**src/rtl/sfu_op_scheduler_if.sv**
```systemverilog
// ----------------------------------------------------------------------------
// sfu_op_scheduler_if
//   Bundles every non-clock/reset signal of the SFU op scheduler.
//   master : the environment (requesters, datapath, response consumer)
//   slave  : the scheduler itself
//   Signals:
//     req_valid/req_opcode/req_x -> req_ready   per-requester request bus
//     issue_valid/issue_opcode/issue_x          op presented to the datapath
//     dp_valid/dp_result                        datapath result
//     resp_valid/resp_id/resp_data/resp_err <- resp_ready   response FIFO
//     busy, err_mismatch                        status
// ----------------------------------------------------------------------------
interface sfu_op_scheduler_if #(
    parameter int NUM_REQ = 4,
    parameter int X_W     = 24,
    parameter int R_W     = 32
);
    localparam int ID_W = $clog2(NUM_REQ);

    logic [NUM_REQ-1:0]     req_valid;
    logic [4*NUM_REQ-1:0]   req_opcode;
    logic [X_W*NUM_REQ-1:0] req_x;
    logic [NUM_REQ-1:0]     req_ready;

    logic                   issue_valid;
    logic [3:0]             issue_opcode;
    logic [X_W-1:0]         issue_x;

    logic                   dp_valid;
    logic [R_W-1:0]         dp_result;

    logic                   resp_valid;
    logic                   resp_ready;
    logic [ID_W-1:0]        resp_id;
    logic [R_W-1:0]         resp_data;
    logic                   resp_err;

    logic                   busy;
    logic                   err_mismatch;

    modport master (
        output req_valid, req_opcode, req_x, dp_valid, dp_result, resp_ready,
        input  req_ready, issue_valid, issue_opcode, issue_x,
               resp_valid, resp_id, resp_data, resp_err, busy, err_mismatch
    );

    modport slave (
        input  req_valid, req_opcode, req_x, dp_valid, dp_result, resp_ready,
        output req_ready, issue_valid, issue_opcode, issue_x,
               resp_valid, resp_id, resp_data, resp_err, busy, err_mismatch
    );
endinterface

```
**src/rtl/sfu_op_scheduler.sv**
```systemverilog
// ----------------------------------------------------------------------------
// sfu_op_scheduler
//   Shares one fixed-latency SFU datapath between NUM_REQ requesters.
//   Round-robin arbitration, one issue per cycle, in-flight tracking pipe
//   aligned with the datapath latency, and a credit-protected FWFT response
//   FIFO tagged with the requester id.
//   Ports:
//     clk  - clock
//     rst  - asynchronous active-high reset
//     bus  - sfu_op_scheduler_if.slave (request, issue, datapath, response,
//            status signals)
//   Optional feature macro: SFU_OPCODE_CHECK_EN
//     defined   : opcodes above 8 are accepted but not issued; they return
//                 resp_err=1, resp_data=0 in order.
//     undefined : every opcode is issued; resp_err is always 0.
// ----------------------------------------------------------------------------
module sfu_op_scheduler #(
    parameter int NUM_REQ    = 4,
    parameter int DP_LAT     = 3,
    parameter int FIFO_DEPTH = 4,
    parameter int X_W        = 24,
    parameter int R_W        = 32
) (
    input logic               clk,
    input logic               rst,
    sfu_op_scheduler_if.slave bus
);
    localparam int ID_W  = $clog2(NUM_REQ);
    localparam int CNT_W = $clog2(FIFO_DEPTH + 1);
    localparam int PTR_W = (FIFO_DEPTH > 1) ? $clog2(FIFO_DEPTH) : 1;
    localparam int ENT_W = ID_W + R_W + 1;

    // Unpacked views of the packed request buses
    logic [3:0]     req_op [NUM_REQ];
    logic [X_W-1:0] req_x  [NUM_REQ];

    genvar gi;
    generate
        for (gi = 0; gi < NUM_REQ; gi++) begin : g_unpack
            assign req_op[gi] = bus.req_opcode[gi*4 +: 4];
            assign req_x[gi]  = bus.req_x[gi*X_W +: X_W];
        end
    endgenerate

    logic [ID_W-1:0]  ptr_q;
    logic [CNT_W-1:0] inflight_q;
    logic [CNT_W-1:0] fifo_count_q;
    logic [PTR_W-1:0] wr_ptr_q;
    logic [PTR_W-1:0] rd_ptr_q;
    logic             err_mismatch_q;

    // ---------------- credit check and round-robin arbiter ----------------
    logic [CNT_W:0]       credits_used;
    logic                 can_accept;
    logic                 grant_any;
    logic [ID_W-1:0]      grant_idx;
    logic [ID_W:0]        scan_sum;
    logic                 handshake;
    logic [NUM_REQ-1:0]   req_ready_d;
    logic [3:0]           grant_op;
    logic [X_W-1:0]       grant_x;
    logic                 grant_illegal;

    // A pop only frees its credit once fifo_count_q has dropped, i.e. next cycle
    assign credits_used = {1'b0, inflight_q} + {1'b0, fifo_count_q};
    assign can_accept   = credits_used < (CNT_W+1)'(FIFO_DEPTH);

    always_comb begin
        grant_any = 1'b0;
        grant_idx = '0;
        scan_sum  = '0;
        for (int k = 0; k < NUM_REQ; k++) begin
            scan_sum = {1'b0, ptr_q} + (ID_W+1)'(k);
            if (scan_sum >= (ID_W+1)'(NUM_REQ))
                scan_sum = scan_sum - (ID_W+1)'(NUM_REQ);
            if (!grant_any && bus.req_valid[scan_sum[ID_W-1:0]]) begin
                grant_any = 1'b1;
                grant_idx = scan_sum[ID_W-1:0];
            end
        end
    end

    // Gating with rst keeps req_ready low while reset is held
    assign handshake = grant_any && can_accept && !rst;
    assign grant_op  = req_op[grant_idx];
    assign grant_x   = req_x[grant_idx];

    always_comb begin
        req_ready_d = '0;
        if (handshake)
            req_ready_d[grant_idx] = 1'b1;
    end
    assign bus.req_ready = req_ready_d;

`ifdef SFU_OPCODE_CHECK_EN
    assign grant_illegal = grant_op > 4'd8;
`else
    assign grant_illegal = 1'b0;
`endif

    // ---------------- issue register ----------------
    logic             issue_valid_q;
    logic             issue_slot_q;   // a handshake happened, legal or not
    logic             issue_err_q;
    logic [ID_W-1:0]  issue_id_q;
    logic [3:0]       issue_opcode_q;
    logic [X_W-1:0]   issue_x_q;

    always_ff @(posedge clk or posedge rst) begin
        if (rst) begin
            ptr_q          <= '0;
            issue_valid_q  <= 1'b0;
            issue_slot_q   <= 1'b0;
            issue_err_q    <= 1'b0;
            issue_id_q     <= '0;
            issue_opcode_q <= '0;
            issue_x_q      <= '0;
        end else begin
            issue_slot_q  <= handshake;
            issue_valid_q <= handshake && !grant_illegal;
            if (handshake) begin
                ptr_q       <= (grant_idx == ID_W'(NUM_REQ-1)) ? '0 : grant_idx + ID_W'(1);
                issue_id_q  <= grant_idx;
                issue_err_q <= grant_illegal;
            end
            // Rejected ops never reach the datapath, so its operand bus holds
            if (handshake && !grant_illegal) begin
                issue_opcode_q <= grant_op;
                issue_x_q      <= grant_x;
            end
        end
    end

    assign bus.issue_valid  = issue_valid_q;
    assign bus.issue_opcode = issue_opcode_q;
    assign bus.issue_x      = issue_x_q;

    // ---------------- tracking pipe, output aligned with dp_valid ----------------
    logic            trk_valid_q [DP_LAT];
    logic            trk_err_q   [DP_LAT];
    logic [ID_W-1:0] trk_id_q    [DP_LAT];

    always_ff @(posedge clk or posedge rst) begin
        if (rst) begin
            for (int s = 0; s < DP_LAT; s++) begin
                trk_valid_q[s] <= 1'b0;
                trk_err_q[s]   <= 1'b0;
                trk_id_q[s]    <= '0;
            end
        end else begin
            trk_valid_q[0] <= issue_slot_q;
            trk_err_q[0]   <= issue_err_q;
            trk_id_q[0]    <= issue_id_q;
            for (int s = 1; s < DP_LAT; s++) begin
                trk_valid_q[s] <= trk_valid_q[s-1];
                trk_err_q[s]   <= trk_err_q[s-1];
                trk_id_q[s]    <= trk_id_q[s-1];
            end
        end
    end

    logic            out_valid;
    logic            out_err;
    logic [ID_W-1:0] out_id;
    logic            push;
    logic            pop;
    logic [R_W-1:0]  push_data;

    assign out_valid = trk_valid_q[DP_LAT-1];
    assign out_err   = trk_err_q[DP_LAT-1];
    assign out_id    = trk_id_q[DP_LAT-1];
    // The tracked slot, not dp_valid, decides whether a response is produced
    assign push      = out_valid;
    assign push_data = out_err ? '0 : bus.dp_result;
    assign pop       = (fifo_count_q != '0) && bus.resp_ready;

    // ---------------- counters, mismatch flag, FIFO pointers ----------------
    always_ff @(posedge clk or posedge rst) begin
        if (rst) begin
            inflight_q     <= '0;
            fifo_count_q   <= '0;
            wr_ptr_q       <= '0;
            rd_ptr_q       <= '0;
            err_mismatch_q <= 1'b0;
        end else begin
            if (handshake && !push)
                inflight_q <= inflight_q + CNT_W'(1);
            else if (!handshake && push)
                inflight_q <= inflight_q - CNT_W'(1);

            if (push && !pop)
                fifo_count_q <= fifo_count_q + CNT_W'(1);
            else if (!push && pop)
                fifo_count_q <= fifo_count_q - CNT_W'(1);

            if (push)
                wr_ptr_q <= (wr_ptr_q == PTR_W'(FIFO_DEPTH-1)) ? '0 : wr_ptr_q + PTR_W'(1);
            if (pop)
                rd_ptr_q <= (rd_ptr_q == PTR_W'(FIFO_DEPTH-1)) ? '0 : rd_ptr_q + PTR_W'(1);

            if (bus.dp_valid != (out_valid && !out_err))
                err_mismatch_q <= 1'b1;
        end
    end

    // Storage array: entries are {id, data, err}; no reset needed, reads are
    // qualified by the occupancy count.
    logic [ENT_W-1:0] fifo_mem [FIFO_DEPTH];
    logic [ENT_W-1:0] rd_word;

    always_ff @(posedge clk) begin
        if (push)
            fifo_mem[wr_ptr_q] <= {out_id, push_data, out_err};
    end

    assign rd_word = fifo_mem[rd_ptr_q];

    logic resp_valid_w;
    assign resp_valid_w     = fifo_count_q != '0;
    assign bus.resp_valid   = resp_valid_w;
    assign bus.resp_id      = resp_valid_w ? rd_word[ENT_W-1 -: ID_W] : '0;
    assign bus.resp_data    = resp_valid_w ? rd_word[R_W:1] : '0;
    assign bus.resp_err     = resp_valid_w && rd_word[0];
    assign bus.busy         = (inflight_q != '0) || resp_valid_w;
    assign bus.err_mismatch = err_mismatch_q;
endmodule

```
**src/flat_wrapper.sv**
```systemverilog
// flat-port wrapper written by rule: the top's interface ports become plain ports
module sfu_op_scheduler_flat 
#(
    parameter int NUM_REQ    = 4,
    parameter int DP_LAT     = 3,
    parameter int FIFO_DEPTH = 4,
    parameter int X_W        = 24,
    parameter int R_W        = 32
)
  (clk, rst, bus_req_valid, bus_req_opcode, bus_req_x, bus_dp_valid, bus_dp_result, bus_resp_ready, bus_req_ready, bus_issue_valid, bus_issue_opcode, bus_issue_x, bus_resp_valid, bus_resp_id, bus_resp_data, bus_resp_err, bus_busy, bus_err_mismatch);
  sfu_op_scheduler_if #(.NUM_REQ(NUM_REQ), .X_W(X_W), .R_W(R_W)) bus_i ();
  input logic clk;
  input logic rst;
  input wire logic [$bits(bus_i.req_valid)-1:0] bus_req_valid;
  input wire logic [$bits(bus_i.req_opcode)-1:0] bus_req_opcode;
  input wire logic [$bits(bus_i.req_x)-1:0] bus_req_x;
  input wire logic [$bits(bus_i.dp_valid)-1:0] bus_dp_valid;
  input wire logic [$bits(bus_i.dp_result)-1:0] bus_dp_result;
  input wire logic [$bits(bus_i.resp_ready)-1:0] bus_resp_ready;
  output wire logic [$bits(bus_i.req_ready)-1:0] bus_req_ready;
  output wire logic [$bits(bus_i.issue_valid)-1:0] bus_issue_valid;
  output wire logic [$bits(bus_i.issue_opcode)-1:0] bus_issue_opcode;
  output wire logic [$bits(bus_i.issue_x)-1:0] bus_issue_x;
  output wire logic [$bits(bus_i.resp_valid)-1:0] bus_resp_valid;
  output wire logic [$bits(bus_i.resp_id)-1:0] bus_resp_id;
  output wire logic [$bits(bus_i.resp_data)-1:0] bus_resp_data;
  output wire logic [$bits(bus_i.resp_err)-1:0] bus_resp_err;
  output wire logic [$bits(bus_i.busy)-1:0] bus_busy;
  output wire logic [$bits(bus_i.err_mismatch)-1:0] bus_err_mismatch;
  assign bus_i.req_valid = bus_req_valid;
  assign bus_i.req_opcode = bus_req_opcode;
  assign bus_i.req_x = bus_req_x;
  assign bus_i.dp_valid = bus_dp_valid;
  assign bus_i.dp_result = bus_dp_result;
  assign bus_i.resp_ready = bus_resp_ready;
  assign bus_req_ready = bus_i.req_ready;
  assign bus_issue_valid = bus_i.issue_valid;
  assign bus_issue_opcode = bus_i.issue_opcode;
  assign bus_issue_x = bus_i.issue_x;
  assign bus_resp_valid = bus_i.resp_valid;
  assign bus_resp_id = bus_i.resp_id;
  assign bus_resp_data = bus_i.resp_data;
  assign bus_resp_err = bus_i.resp_err;
  assign bus_busy = bus_i.busy;
  assign bus_err_mismatch = bus_i.err_mismatch;
  sfu_op_scheduler #(.NUM_REQ(NUM_REQ), .DP_LAT(DP_LAT), .FIFO_DEPTH(FIFO_DEPTH), .X_W(X_W), .R_W(R_W)) u_core (.clk(clk), .rst(rst), .bus(bus_i));
endmodule
```
**config.mk**
```make
export PLATFORM = sky130hd
export DESIGN_NAME = sfu_op_scheduler_flat
export DESIGN_NICKNAME = d
export VERILOG_FILES = /design/src/rtl/sfu_op_scheduler_if.sv /design/src/rtl/sfu_op_scheduler.sv /design/src/flat_wrapper.sv
export SDC_FILE = /design/constraint.sdc
export NUM_CORES = 1
export LEC_CHECK = 0
export BUFFER_PORTS_ARGS = -buffer_cell sky130_fd_sc_hd__buf_4
export CAP_MARGIN = 20
export CELL_PAD_IN_SITES_DETAIL_PLACEMENT = 0
export CELL_PAD_IN_SITES_GLOBAL_PLACEMENT = 2
export CORE_ASPECT_RATIO = 0.75
export CORE_MARGIN = 8
export CORE_UTILIZATION = 36
export DETAILED_ROUTE_END_ITERATION = 10
export PLACE_DENSITY_LB_ADDON = 0.1
export SYNTH_ARGS = -nofsm -noshare
export SYNTH_HDL_FRONTEND = slang
export SYNTH_SLANG_ARGS = --single-unit
```
**constraint.sdc**
```tcl
create_clock -name clk -period 3 [get_ports clk]
set_clock_uncertainty 0.15 [all_clocks]
set_input_delay 0.45 -clock clk [delete_from_list [all_inputs] [get_ports clk]]
set_output_delay 0.45 -clock clk [all_outputs]
set_load 0.005 [all_outputs]
```
* Word level (Yosys, flattened, before mapping)
Memory sizes are Yosys's and may differ from the RTL's. Index checks and enable logic that the tools add are counted.
Storage, ports and cells: input bits 152, word-level logic and storage cells 113, RAM bits 136, output and inout port bits 71, register bits after elaboration 53, memories kept 1
Operators by class: multiplexer cells 40, bitwise gates (word level) 1, add/sub/neg operators 15, equal/unequal tests 4, order comparisons 12, reductions and logical operators 24
Memory list:
- u_core.fifo_mem | depth 4, width 34, rd ports 1, clocked after memory_dff 0, wr ports 1, line sfu_op_scheduler.sv:208 | logic [ENT_W-1:0] fifo_mem [FIFO_DEPTH];
Operators by type and width (number):
- 24-bit binary-select mux with 2-bit select | 1
- 24-bit two-way mux | 2
- 32-bit two-way mux | 1
- 2-bit two-way mux | 12
- 2-bit by 3-bit less-than comparator with 1-bit output (second input constant) | 5
- 3-bit >= comparator (second input constant) | 4
- 3-bit two-way mux | 4
- 4-bit two-way mux | 3
- 1-bit logical AND | 11
- 1-bit two-way mux | 11
- 1-bit binary-select mux with 2-bit select | 4
- 4-bit binary-select mux with 2-bit select | 1
- 2-bit by 1-bit subtractor with 2-bit output (second input constant) | 4
- 1-bit zero test | 7
- 2-bit by 1-bit adder with 2-bit output (second input constant) | 3
- 2-bit by 2-bit adder with 3-bit output (second input constant) | 2
- 3-bit by 1-bit adder with 3-bit output (second input constant) | 2
- 2-bit equality test (second input constant) | 3
- 3-bit nonzero test | 2
- 3-bit by 1-bit subtractor with 3-bit output (second input constant) | 2
- 3-bit by 3-bit adder with 4-bit output | 1
- 4-bit by 3-bit less-than comparator with 1-bit output (second input constant) | 1
- 2-bit nonzero test | 2
- 2-bit by 1-bit adder with 3-bit output (second input constant) | 1
- 7 further kinds | 7

* Depth between registers and ports, before layout
depth after elaboration 20, gate-level depth with buffers 10, depth with buffers taken out 10

* Worst setup path before layout
OpenSTA, ideal clock, no wires.
kind register to register, start point reg u_core.fifo_count_q[2], end point reg u_core.inflight_q[2], stages on the path, launching flop included 11, clock period less this slack 2.496 ns, data arrival time 2.266 ns, data required time 2.771 ns, slack 0.504 ns, cell sequence dfrtp_1 ha_1 nor4_1 nand3_2 inv_2 ha_1 inv_1 fa_1 xor2_1 nor2_1 xor2_1
Between the ends: longest elaborated chain between the ends 7, elaborated cells on any way between the ends 9, classes of those cells add/sub (1); order compare (1); mux (1); reduce/logical (6)
Ends and longest elaborated chain:
- start: declaration | line sfu_op_scheduler.sv:47 | logic [CNT_W-1:0] fifo_count_q;
- start signal: assignment | line sfu_op_scheduler.sv:192 | fifo_count_q <= fifo_count_q + CNT_W'(1);
- start signal: assignment | line sfu_op_scheduler.sv:194 | fifo_count_q <= fifo_count_q - CNT_W'(1);
- 3-bit by 3-bit adder with 4-bit output * | line sfu_op_scheduler.sv:65 | assign credits_used = {1'b0, inflight_q} + {1'b0, fifo_count_q};
- 4-bit by 3-bit less-than comparator with 1-bit output * | line sfu_op_scheduler.sv:66 | assign can_accept = credits_used < (CNT_W+1)'(FIFO_DEPTH);
- 1-bit logical AND * (2 in a row) | line sfu_op_scheduler.sv:84 | assign handshake = grant_any && can_accept && !rst;
- via u_core.handshake | line sfu_op_scheduler.sv:58 | logic handshake;
- 1-bit zero test | line sfu_op_scheduler.sv:188 | else if (!handshake && push)
- 1-bit logical AND | line sfu_op_scheduler.sv:188
- 2-bit nonzero test (no source line)
- end signal: assignment | line sfu_op_scheduler.sv:187 | inflight_q <= inflight_q + CNT_W'(1);
- end signal: assignment | line sfu_op_scheduler.sv:189 | inflight_q <= inflight_q - CNT_W'(1);
- end: declaration | line sfu_op_scheduler.sv:46 | logic [CNT_W-1:0] inflight_q;
The timed path passes the listed nets; every way through them passes the cells marked *. A chain may end at the register's enable or synchronous reset.

* Worst setup path after layout
start point reg u_core.rd_ptr_q[0], end point out bus_resp_id[1]
Between the ends: longest elaborated chain between the ends 2
Ends and longest elaborated chain:
- start: declaration | line sfu_op_scheduler.sv:49 | logic [PTR_W-1:0] rd_ptr_q;
- start signal: assignment | line sfu_op_scheduler.sv:199 | rd_ptr_q <= (rd_ptr_q == PTR_W'(FIFO_DEPTH-1)) ? '0 : rd_ptr_q + PTR_W'(1);
- memory read 4 x 34 bit
- 2-bit two-way mux | line sfu_op_scheduler.sv:221 | assign bus.resp_id = resp_valid_w ? rd_word[ENT_W-1 -: ID_W] : '0;
- end: declaration | line flat_wrapper.sv:25 | output wire logic [$bits(bus_i.resp_id)-1:0] bus_resp_id;
Every way passes these cells.

==> results.py <==
metrics = {
    "clock_network": {
        "htree_levels": 4,
        "cts-root-buf": "clkbuf_16",
        "numCtsBuffers": 17,
        "ctsLongestPathBuffers": 2,
        "cts_resized": 0,
        "clock_sinks": 189,
        "cts_tree": "yes",
        "cts.reportedPaths.clkPinSlew_ns": 0.08,
        "clk-insertion-delay-late_ns": 0.43,
    },
    "global_route": {
        "grt_pass1_wl_mm": 31.4,
        "grt_pass1_vias": 5554,
        "gr-total-overflow": 0,
        "track_usage_pct": 14.8,
        "grt_max_degree": 57,
        "antenna_found_initial": 0,
    },
    "finish": {
        "drive_above_1_share_pct": 44.1,
        "syn2layout_area_growth_pct": 33.0,
        "nFillCells": 1948,
        "n_antenna_cell": 0,
        "nets": 875,
        "finalNonFillerCells": 1015,
    },
    "timing": {
        "setup_viol": 0,
        "report.final.slew_viol_count": 0,
        "finalHoldViolCount": 0,
        "tightest_slew_ns": 0.630,
        "timing.hold.ws_ns": 0.0633,
        "setup-tns-final_ns": 0,
        "min_period_over_period_pct": 94.2,
        "max_freq_mhz": 354,
        "slew_headroom_pct": 58.0,
        "rsz0062_at_grt": "no",
        "fin_crit_ns": 2.83,
    },
    "floorplan": {
        "core_area_sq_mm": 0.0220,
        "die_area_sq_mm": 0.0275,
        "chipHeight_microns": 146,
        "start_util_pct": 36.6,
        "die_w_microns": 189,
        "io_pins": 223,
        "rows": 47,
    },
    "worst_setup_path": {
        "critical_path.max_stage_delay_ns": 0.64,
        "cp.arrival_ns": 2.23,
        "start_kind": "flip-flop",
        "worstPathCellList": "buf_12, mux4_2, and2_1, buf_4",
        "critPathBufInv": 2,
        "reg2reg_from": "u_core.fifo_count_q[2]",
        "r2r_slack_ns": 0.41,
        "rr_worst_depth": 10,
        "worst_path_max_delay_cell": "dfrtp_2",
        "crit_path_end": "bus_resp_id[1]",
        "crit_family": "flip-flops",
        "critPathRequiredTime_ns": 2.40,
        "r2r-end": "u_core.inflight_q[2]",
        "cp_max_fo": 13,
        "cp.depth": 4,
        "crit_type": "flip-flop to output port",
        "worst_setup_path_end_kind": "output port",
        "worstSetupStartpoint": "u_core.rd_ptr_q[0]",
    },
    "yosys": {
        "syn_inst": 479,
        "synth.avg_cell_area_sq_um": 16.8,
        "syn_nets": 646,
        "ys_warn_count": 0,
        "synth_area_sq_mm": 0.00806,
        "ys_seq_area_share_pct": 67.1,
        "synth_cell_types": 36,
        "synth-seq-cells": 189,
    },
    "drt": {
        "wirelength_mm": 20.2,
        "dr.first_iter.drc_count": 222,
        "vias_per_cell": 4.85,
        "first_pass_iters": 5,
        "wl_per_cell_microns": 19.9,
        "drc": 0,
        "detail-route-antenna-nets": 0,
        "via_count": 4918,
    },
    "outcome": {
        "run_status": "complete, no violations",
    },
    "place": {
        "dp_hpwl_mm": 14.5,
        "routabilityCongestion": 0.765,
        "io_buffers": 221,
        "place_inst": 982,
    },
    "hold_path": {
        "hold_class": "input pin to flip-flop",
        "holdPathStages": 1,
    },
    "flow_run": {
        "cap_viol_max_count": 0,
    },
    "power": {
        "ir_drop_mv": 0.362,
        "power_density_mw_per_mm2": 501,
        "leakage_nw": 4.40,
    },
}
## worst min path at each step
stage / startpoint / endpoint / slack [ns]
floorplan: u_core.trk_id_q[2] / u_core.out_id[0] / 0.18
global placement: u_core.trk_valid_q[1] / u_core.out_valid / 0.19
detailed placement: u_core.trk_id_q[2] / u_core.out_id[0] / 0.19
CTS: bus_dp_result[14] / u_core.fifo_mem[3][14] / 0.05
global route: bus_dp_result[22] / u_core.fifo_mem[3][22] / 0.04
finish: bus_dp_result[14] / u_core.fifo_mem[0][14] / 0.06
## metrics by stage
stage               power [mW]  setup WS [ns]  instance area, sq um  utilization, %
global route              5.56         0.0642                 10700            48.7
detailed placement        3.16          0.421                 10100            46.0
global placement          3.15          0.409                 10100            46.0
floorplan                 2.97          0.504                  8060               -
finish                    5.37          0.173                 10700            48.7
CTS                       5.45          0.121                 10700            48.7
## final cells by class
cell class	instances	area, sq um	share of cell area [%]
multi-input cells	250	2450	22.9
well taps	294	368	3.43
inverters	12	45.0	0.420
clock buffers	18	429	4.00
clock inverters	14	173	1.61
repair buffers	238	1840	17.2
flip-flops and latches	189	5410	50.5
## per-layer routing
metal | track usage, % | share of wire (%)
met5 | 0 | 0
met4 | 3.51 | 0.76
met3 | 3.78 | 3.9
met2 | 25.9 | 53
met1 | 17.9 | 43
## registers in the layout, summed over array words and instances (netlist names)
signal	cells
u_core.fifo_mem	136
u_core.bus.issue_x	24
u_core.bus.issue_opcode	4
u_core.trk_id_q	4
u_core.fifo_count_q	3
u_core.inflight_q	3
u_core.issue_id_q	2
u_core.out_id	2
u_core.ptr_q	2
u_core.rd_ptr_q	2
u_core.trk_valid_q	2
u_core.wr_ptr_q	2
u_core.bus.err_mismatch	1
u_core.bus.issue_valid	1
u_core.out_valid	1
## synth_stat cells, drive strengths merged
cell type	n	area, sq um
buf	19	120
a221oi	1	8.76
a2111oi	1	15.0
o221ai	29	254
nor2	5	18.8
nand2b	1	6.26
xnor2	3	26.3
or4	2	15.0
a21oi	2	10.0
nor4	1	6.26
inv	12	45.0
xor2	4	35.0
nor3	1	5.00
a21o	2	15.0
mux2i	56	561
mux4	34	766
dfrtp	53	1330
o21ai	3	15.0
and2b	1	7.51
or2	1	6.26
clkbuf	9	33.8
conb	1	3.75
or3	3	18.8
edfxtp	136	4080
mux2	3	33.8
nand3	2	15.0
ha	13	163
and2	42	263
fa	2	40.0
nand2	37	141
## timing repair
action | 4_1_cts | 5_1_grt
hold buffers | 1 | 0
endpoints found under the hold margin | 25 | 0
buffers inserted | 0 | 0
setup endpoints to repair | 0 | 0
## power by group
group | switching [mW] | internal [mW]
clock network | 1.07 | 1.20
logic | 0.120 | 0.180
registers | 0.0000000000000000165 | 2.80
## cell families (layout without fill, tap and decap cells)
group / after synthesis / count (layout) / synth area share, %
DFF: 189 / 189 / 67.1
and+or+nand+nor: 96 / 96 / 6.24
muxes: 93 / 93 / 16.9
buffers and inverters: 40 / 282 / 2.47
AOI/OAI and AO/OA: 38 / 38 / 3.94
adders and majority gates: 15 / 15 / 2.52
xor gates and xnor gates: 7 / 7 / 0.761
other: 1 / 1 / 0.0465
## cells in the final DEF, fill, tap and decap left out, types with 3 or more instances in the layout
cell type	count
buf_12	4
edfxtp_1	136
clkinv_8	3
mux2i_1	56
buf_4	233
and2_1	38
xor2_1	4
xnor2_1	3
o221ai_1	29
inv_6	3
mux4_2	34
nand2_1	36
or3_1	3
clkbuf_16	17
o21ai_0	3
inv_8	4
mux2_2	3
inv_1	8
dfrtp_1	51
ha_1	13
inv_2	4
nor2_1	5
and2_2	4
Power figures use the tool's default switching activity.
